`src/rtl/pcpi_io_pkg.sv`:
```
// Shared definitions for the nibble-wide PCPI host link, used by both the
// upstream deserializer and the result serializer.
`default_nettype none

package pcpi_io_pkg;

  localparam int NIB_W_DEF     = 4;
  localparam int DATA_W_DEF    = 32;
  localparam int NIBS_PER_WORD = DATA_W_DEF / NIB_W_DEF;

  typedef enum logic [1:0] {
    IDLE     = 2'd0,
    PRESENT  = 2'd1,
    WAIT_LOW = 2'd2
  } ser_state_e;

endpackage

`default_nettype wire

```
`src/rtl/pcpi_result_serializer_result_fifo.sv`:
```
// Small first-word-fall-through FIFO that buffers coprocessor results.
// A push into a full FIFO is only accepted when a pop happens in the same cycle.
`default_nettype none

module result_fifo #(
  parameter int WIDTH = 32,
  parameter int DEPTH = 2
) (
  input  logic                       clk,
  input  logic                       rst_n,
  input  logic                       push,
  input  logic [WIDTH-1:0]           push_data,
  input  logic                       pop,
  output logic [WIDTH-1:0]           pop_data,
  output logic                       full,
  output logic                       empty,
  output logic [$clog2(DEPTH):0]     count
);

  localparam int AW = $clog2(DEPTH);
  localparam int CW = AW + 1;

  logic [WIDTH-1:0] mem_q [DEPTH];
  logic [AW-1:0]    wr_ptr_q, wr_ptr_d;
  logic [AW-1:0]    rd_ptr_q, rd_ptr_d;
  logic [CW-1:0]    count_q, count_d;
  logic             do_push, do_pop;

  assign full     = (count_q == CW'(DEPTH));
  assign empty    = (count_q == '0);
  assign count    = count_q;
  assign pop_data = mem_q[rd_ptr_q];

  assign do_pop  = pop && !empty;
  assign do_push = push && (!full || do_pop);

  always_comb begin
    wr_ptr_d = wr_ptr_q;
    rd_ptr_d = rd_ptr_q;
    count_d  = count_q + CW'(do_push) - CW'(do_pop);
    if (do_push) wr_ptr_d = wr_ptr_q + 1'b1;
    if (do_pop)  rd_ptr_d = rd_ptr_q + 1'b1;
  end

  always_ff @(posedge clk or negedge rst_n) begin
    if (!rst_n) begin
      wr_ptr_q <= '0;
      rd_ptr_q <= '0;
      count_q  <= '0;
    end else begin
      wr_ptr_q <= wr_ptr_d;
      rd_ptr_q <= rd_ptr_d;
      count_q  <= count_d;
    end
  end

  // Storage needs no reset; occupancy is tracked by the pointers and count.
  always_ff @(posedge clk) begin
    if (do_push) mem_q[wr_ptr_q] <= push_data;
  end

endmodule

`default_nettype wire

```
`src/rtl/pcpi_result_serializer.sv`:
```
// Buffers coprocessor results and streams them to the host LSB nibble first
// over a four-phase valid/ack handshake.
`default_nettype none

module pcpi_result_serializer
  import pcpi_io_pkg::*;
#(
  parameter int DATA_W      = DATA_W_DEF,
  parameter int NIB_W       = NIB_W_DEF,
  parameter int FIFO_DEPTH  = 2,
  parameter int SYNC_STAGES = 2
) (
  input  logic                          clk,
  input  logic                          rst_n,
  input  logic                          pcpi_ready,
  input  logic                          pcpi_wr,
  input  logic [DATA_W-1:0]             pcpi_rd,
  input  logic                          host_ack,
  output logic [NIB_W-1:0]              out_nibble,
  output logic                          out_valid,
  output logic                          out_last,
  output logic                          busy,
  output logic                          overflow,
  output logic [$clog2(FIFO_DEPTH):0]   fifo_count
);

  localparam int NIBS  = DATA_W / NIB_W;
  localparam int IDX_W = (NIBS > 1) ? $clog2(NIBS) : 1;

  logic [1:0]             rst_sync_q, rst_sync_d;
  logic                   rst_int_n;
  logic [SYNC_STAGES-1:0] ack_sync_q, ack_sync_d;
  logic                   ack_s;

  ser_state_e             state_q, state_d;
  logic [DATA_W-1:0]      sr_q, sr_d, sr_shift;
  logic [IDX_W-1:0]       nib_idx_q, nib_idx_d;
  logic [NIB_W-1:0]       out_nibble_q, out_nibble_d;
  logic                   out_valid_q, out_valid_d;
  logic                   out_last_q, out_last_d;
  logic                   busy_q, busy_d;
  logic                   overflow_q, overflow_d;

  logic                   push, pop;
  logic [DATA_W-1:0]      fifo_head;
  logic                   fifo_full, fifo_empty;

  // Reset asserts immediately but releases on a clock edge.
  assign rst_sync_d = {rst_sync_q[0], 1'b1};
  assign rst_int_n  = rst_sync_q[1];

  always_ff @(posedge clk or negedge rst_n) begin
    if (!rst_n) rst_sync_q <= '0;
    else        rst_sync_q <= rst_sync_d;
  end

  assign ack_sync_d = {ack_sync_q[SYNC_STAGES-2:0], host_ack};
  assign ack_s      = ack_sync_q[SYNC_STAGES-1];

  assign push = pcpi_ready && pcpi_wr;

  result_fifo #(
    .WIDTH (DATA_W),
    .DEPTH (FIFO_DEPTH)
  ) u_fifo (
    .clk       (clk),
    .rst_n     (rst_int_n),
    .push      (push),
    .push_data (pcpi_rd),
    .pop       (pop),
    .pop_data  (fifo_head),
    .full      (fifo_full),
    .empty     (fifo_empty),
    .count     (fifo_count)
  );

  assign sr_shift = sr_q >> NIB_W;

  always_comb begin
    state_d      = state_q;
    sr_d         = sr_q;
    nib_idx_d    = nib_idx_q;
    out_nibble_d = out_nibble_q;
    out_valid_d  = out_valid_q;
    out_last_d   = out_last_q;
    pop          = 1'b0;
    case (state_q)
      IDLE: begin
        if (!fifo_empty && !ack_s) begin
          pop          = 1'b1;
          sr_d         = fifo_head;
          nib_idx_d    = '0;
          out_nibble_d = fifo_head[NIB_W-1:0];
          out_valid_d  = 1'b1;
          out_last_d   = (NIBS == 1);
          state_d      = PRESENT;
        end
      end
      PRESENT: begin
        if (ack_s) begin
          out_valid_d = 1'b0;
          state_d     = WAIT_LOW;
        end
      end
      WAIT_LOW: begin
        if (!ack_s) begin
          if (out_last_q) begin
            out_last_d = 1'b0;
            state_d    = IDLE;
          end else begin
            nib_idx_d    = nib_idx_q + 1'b1;
            sr_d         = sr_shift;
            out_nibble_d = sr_shift[NIB_W-1:0];
            out_valid_d  = 1'b1;
            out_last_d   = ((int'(nib_idx_q) + 1) == (NIBS - 1));
            state_d      = PRESENT;
          end
        end
      end
      default: state_d = IDLE;
    endcase
  end

  // Only a push that the FIFO actually rejects marks a loss.
  assign overflow_d = overflow_q | (push && fifo_full && !pop);
  assign busy_d     = (fifo_count != '0) || (state_q != IDLE);

  always_ff @(posedge clk or negedge rst_int_n) begin
    if (!rst_int_n) begin
      ack_sync_q   <= '0;
      state_q      <= IDLE;
      sr_q         <= '0;
      nib_idx_q    <= '0;
      out_nibble_q <= '0;
      out_valid_q  <= 1'b0;
      out_last_q   <= 1'b0;
      busy_q       <= 1'b0;
      overflow_q   <= 1'b0;
    end else begin
      ack_sync_q   <= ack_sync_d;
      state_q      <= state_d;
      sr_q         <= sr_d;
      nib_idx_q    <= nib_idx_d;
      out_nibble_q <= out_nibble_d;
      out_valid_q  <= out_valid_d;
      out_last_q   <= out_last_d;
      busy_q       <= busy_d;
      overflow_q   <= overflow_d;
    end
  end

  assign out_nibble = out_nibble_q;
  assign out_valid  = out_valid_q;
  assign out_last   = out_last_q;
  assign busy       = busy_q;
  assign overflow   = overflow_q;

endmodule

`default_nettype wire

```
`config.mk`:
```
export PLATFORM = sky130hd
export DESIGN_NAME = pcpi_result_serializer
export DESIGN_NICKNAME = d
export VERILOG_FILES = /design/src/rtl/pcpi_io_pkg.sv /design/src/rtl/pcpi_result_serializer_result_fifo.sv /design/src/rtl/pcpi_result_serializer.sv
export SDC_FILE = /design/constraint.sdc
export NUM_CORES = 1
export LEC_CHECK = 0
export ABC_AREA = 1
export CORE_ASPECT_RATIO = 2
export CORE_MARGIN = 2
export CORE_UTILIZATION = 50
export DETAILED_ROUTE_END_ITERATION = 8
export PLACE_DENSITY = 0.8
export SYNTH_ARGS = -nofsm -noshare
export SYNTH_HDL_FRONTEND = slang
export SYNTH_SLANG_ARGS = --single-unit
```
`constraint.sdc`:
```
create_clock -name clk -period 2.1 [get_ports clk]
set_input_delay 0.525 -clock clk [delete_from_list [all_inputs] [get_ports clk]]
set_output_delay 0.525 -clock clk [all_outputs]
set_load 0.05 [all_outputs]
```
==> results of run 1 <==
-- registers in the layout, indices dropped and copies added (netlist names) --
| register | cells |
|---|---|
| ack_sync_q | 2 |
| busy | 1 |
| nib_idx_q | 3 |
| out_last | 1 |
| out_valid | 1 |
| overflow | 1 |
| rst_sync_q | 2 |
| sr_q | 32 |
| state_q | 2 |
| u_fifo.count | 2 |
| u_fifo.mem_q | 64 |
| u_fifo.rd_ptr_q | 1 |
| u_fifo.wr_ptr_q | 1 |
-- synth_stat cells (all sizes together), types with 2 or more instances --
cell	number	area (um^2)
nand2	183	687
ha	2	25.0
o21ai	59	299
inv	46	173
nand3	5	25.0
edfxtp	64	1920
clkbuf	9	35.0
buf	14	106
dfrtp	49	1230
nor2	9	50.1
a21oi	7	35.0
or2	2	12.5
o21bai	3	22.5
nand4	3	18.8
-- stage by stage --
stage	hold WS (ps)	utilization (%)	instance area (um^2)
5_1_grt	259	65.5	5900
6_report	272	65.5	5900
2_1_floorplan	229	-	4680
3_3_place_gp	336	58.6	5280
3_5_place_dp	335	58.6	5280
4_1_cts	264	65.3	5890
-- kinds of logic (layout without fill, tap and decap cells) --
family                   after synthesis  count (layout)  share of synthesized area (%)
AND/OR/NAND/NOR                      203             203                           17.1
flip-flops                           113             113                           67.5
AO/OA/AOI/OAI                         69              69                           7.65
buffers and inverters                 69             137                           6.73
adder cells (fa/ha/maj)                2               2                          0.537
XOR/XNOR                               2               2                          0.376
other                                  1               1                         0.0804
-- how the worst max path moves through the flow --
stage                         start             endpoint  slack, ps  depth (start not counted)
global placement         pcpi_ready  u_fifo.mem_q[1][14]         70                          7
global route               overflow             overflow          6                          1
finish                     overflow             overflow         40                          1
CTS                         sr_q[0]        out_nibble[0]          5                          1
floorplan           u_fifo.count[0]   u_fifo.mem_q[0][0]         60                          8
detailed placement       pcpi_ready  u_fifo.mem_q[1][14]         50                          7
-- layer usage --
metal	vias to the layer above	GRT usage, %	routed length (um)
li1	1580	-	-
met1	1528	20.1	3250
met2	73	34.5	5100
met3	21	5.79	258
met4	0	11.6	286
met5	-	0	0
-- timing repair --
action | CTS | global route
gates resized for setup | 2 | 5
endpoints found under the setup margin | 2 | 5
gates cloned | 0 | 0
buffers inserted | 0 | 0
-- layout make-up --
cell class              instances  area (um^2)  area share, %
repair buffers                 59          616           10.4
clock buffers                  21          482           8.16
clock inverters                11          133           2.25
multi-input cells             277         1220           20.6
flip-flops and latches        113         3150           53.4
inverters                      46          176           2.99
well taps                     102          128           2.16
-- power by group --
part           total [mW]  switching (mW)  internal [mW]  leakage (nW)
Combinational        2.74            1.83          0.907          1.15
Sequential           3.23           0.279           2.95          1.18
Clock                2.94           0.958           1.98         0.299
==> reports/metrics.cfg, run 1 <==
[status]
status = finished clean

[sta]
final_hold_viol_count = 0
finalCritPeriodShare_pct = 98.2
period_minus_slack_ps = 2060
fmax_mhz = 485
tightest_slew_ps = 610
maxSlewHeadroom_pct = 59.3
skew_ps = 10.3
slew_viol_final = 0
fin_tns_setup_ps = 0
rsz0062_at_grt = no
finalSetupViolCount = 0
fin_ws_ps = 38.8

[synth]
async_flop_share_pct = 43.4
postSynthAreaPerCell_um2 = 10.2
ys_seq_area_share_pct = 67.5
ys.flop_type = edfxtp_1
synthCells = 459
syn_area_um2 = 4660
yosysWarnings = 0
syn_nets = 498
synth_edf_count = 64
synth_seq_cells = 113
synth.distinct_cells = 25

[clock_tree]
cts_max_path_buffers = 2
cts-root-buf = clkbuf_16
cts_buffers = 17
clk_latency_ps = 410
hold_buffers = 0
clk_pin_slew_worst_paths_ps = 50
cts.sinks = 113
cts_tree = built
htreeDepth = 4

[finish]
fin_nets = 553
drive_gt1_share_pct = 10.4
area_growth_pct = 26.6
fill_cells = 663
layout_common_cells = 183 x nand2_1, 64 x edfxtp_1, 52 x o21ai_0, 46 x dfrtp_1, 43 x inv_1
diodes = 0
final_common_cell = nand2_1
final_cells = 629

[critical_path]
worstPathCellList = clkdlybuf4s50_1
path_class = flip-flop to output pin
worstPathArrival_ps = 1540
r2r_end = u_fifo.mem_q[0][14]
r2r_start = state_q[1]
r2r_slack_ps = 160
critPathMaxStageDelay_ps = 800
ff2ff_path_depth = 8
required_ps = 1570
start_kind = flip-flop
crit_family = buffers and inverters
cp_max_fo = 2
crit_buf_inv = 1
end_kind = output pin
cp_slowest_cell = clkdlybuf4s50_1

[die]
dieArea_um2 = 10200
core_um2 = 9010
die_h_um = 141
die_x_um = 72.3
initial_core_util_pct = 51.7
io_pins = 47
num_rows = 49

[placement]
detailedPlace.worstSlack_ps = 46.5
dp_hpwl_mm = 5.66
place.gp.congestion = 0.856
port_buffers = 46
place_inst = 597

[run]
cap_violations = 0

[pwr]
leakagePower_nw = 2.64
peakVddDrop_uv = 1050
power_density_nw_per_um2 = 1510
finalPower_mw = 8.90

[detailed_routing]
dr_total_vias = 3202
wl_per_cell_um = 14.1
drt_wl_total_mm = 8.90
antenna_left = 0
drt_iter0_markers = 253
drc = 0
dr.pass1.iters = 4
vias_per_cell = 5.09

[grt]
grt_pass1_wl_mm = 15.0
overflow = 0
antenna_found_initial = 0
grtUsageTotal_pct = 19.7
grt_pass1_vias = 3348
grt_max_degree = 62

[min_path]
hold_class = primary input to asynchronous set/reset pin

No activity file was read; power rests on OpenSTA's default activity.
==> run 2: changes to the inputs <==
==> constraint.sdc (replaced) <==
create_clock -name clk -period 2.1 [get_ports clk]
set_input_delay 0.525 -clock clk [delete_from_list [all_inputs] [get_ports clk]]
set_output_delay 0.525 -clock clk [all_outputs]
set_load 0.01 [all_outputs]
==> reports/metrics.cfg, run 2 (synthesis results as in run 1) <==
[status]
status = finished clean

[sta]
skew_ps = 8.61
period_minus_slack_ps = 1940
finalCritPeriodShare_pct = 92.2
slew_viol_final = 0
tightest_slew_ps = 614
maxSlewHeadroom_pct = 59.0
rsz0062_at_grt = no
final_hold_viol_count = 0
fmax_mhz = 517
finalSetupViolCount = 0

[finish]
stdcell_area_um2 = 5930
regMostFlops = u_fifo.mem_q
largest_reg_flops = 64
fill_cells = 674
area_growth_pct = 27.1
layout_common_cells = 183 x nand2_1, 64 x edfxtp_1, 52 x o21ai_0, 48 x dfrtp_1, 46 x clkdlybuf4s50_1
diodes = 0
fin_nets = 553
drive_gt1_share_pct = 9.68
reg_top3 = u_fifo.mem_q (64), sr_q (32), nib_idx_q (3)
final_common_cell = nand2_1

[die]
io_pins = 47
die_x_um = 72.3
num_rows = 49
initial_core_util_pct = 51.7
dieArea_um2 = 10200
core_um2 = 9010
die_h_um = 141

[detailed_routing]
vias_per_cell = 5.18
dr_total_vias = 3260
drt_wl_total_mm = 9.24
wl_per_cell_um = 14.7
drc = 0
dr.pass1.iters = 5
drt_iter0_markers = 265
antenna_left = 0

[placement]
port_buffers = 46
place.gp.congestion = 0.851
post_dp_cell_area_um2 = 5290
dp_hpwl_mm = 5.88

[grt]
overflow = 0
antenna_found_initial = 0
grtUsageMet3_pct = 6.15
met2_usage_pct = 36.8
grt_max_degree = 48
grt_pass1_wl_mm = 15.7
grt.busiest_layer = met2
grt_use_met1_pct = 20.6
grt_pass1_vias = 3482
grtUsageTotal_pct = 20.8

[critical_path]
worstPathCellList = clkdlybuf4s50_1
end_kind = output pin
path_class = flip-flop to output pin
cp_slowest_cell = clkdlybuf4s50_1
cp_max_fo = 6
start_kind = flip-flop
critPathMaxStageDelay_ps = 580
crit_family = buffers and inverters
worstPathArrival_ps = 1410
required_ps = 1570
crit_buf_inv = 1

[clock_tree]
cts.sinks = 113
hold_buffers = 0
cts-root-buf = clkbuf_16
cts_max_path_buffers = 2
cts_resized = 0
clk_pin_slew_worst_paths_ps = 50
cts_tree = built
htreeDepth = 4
cts_buffers = 17
post_cts_buffers = 0
clk_latency_ps = 410

[pwr]
p_switching_mw = 2.90
switching_share_pct = 32.6
peakVddDrop_uv = 1140
clockPowerShare_pct = 34.7
finalPower_mw = 8.90
leakagePower_nw = 2.58
power_density_nw_per_um2 = 1500
seq_power_share_pct = 36.5
pwr-share-comb_pct = 28.8
p_int_mw = 6.00

[run]
cap_violations = 0

[min_path]
hold_class = primary input to asynchronous set/reset pin

==> run 2: cell types whose count changed in the layout (fill, tap and decap cells not counted), sizes merged <==
cell,before,now
clkinvlp,3,5
clkbuf,21,18
dlygate4sd2,2,0
clkinv,6,3
dlymetal6s2s,5,0
bufinv,3,5
buf,14,13
clkdlybuf4s50,38,46
inv,45,47
==> run 2: through the flow <==
step | cells | hold WS [ps] | utilization, % | setup WS, ps | TNS [ps]
6_report | 629 | 273 | 65.8 | 164 | 0
5_1_grt | 629 | 269 | 65.8 | 13.1 | 0
4_1_cts | 629 | 262 | 65.8 | 151 | 0
3_5_place_dp | 597 | 336 | 58.7 | 4.87 | 0
3_3_place_gp | 597 | 336 | 58.7 | 37.7 | 0
2_1_floorplan | 459 | 229 | - | -40.4 | -1290
==> run 2: power groups by stage <==
stage	Clock [mW]	Combinational, mW	Sequential (mW)
after floorplan	0	1.79	3.23
after global placement	0	2.42	3.23
after detailed placement	0	2.52	3.26
after CTS	3.12	2.59	3.24
after global routing	3.25	2.91	3.29
final	3.09	2.57	3.24
==> run 2: layer usage <==
layer	wire, um	part of all wire, %	up-vias
met5	0	0	-
met4	355	3.8	0
met3	306	3.3	27
met2	5240	57	86
met1	3340	36	1569
li1	-	-	1578
==> run 2: area by class of cell <==
class	instances	area (um^2)	area share, %
clock buffer	18	429	7.24
clock inverter	14	213	3.59
inverter	46	173	2.91
multi-input combinational	277	1220	20.5
sequential	113	3150	53.1
tap	102	128	2.15
timing repair buffer	59	621	10.5
==> run 2: path summary, 6_finish.rpt <==
kind | startpoint | endpoint | slack (ps) | cells after the start
hold reg to reg | ack_sync_q[0] | ack_sync_q[1] | 340 | 0
min in group clk | ack_sync_q[0] | ack_sync_q[1] | 340 | 0
hold / removal | rst_n | rst_sync_q[1] | 270 | 1
setup / recovery | u_fifo.count[0] | fifo_count[0] | 160 | 1
setup reg to reg | state_q[1] | u_fifo.mem_q[0][14] | 190 | 8
max in group asynchronous | rst_sync_q[1] | sr_q[22] | 1320 | 1
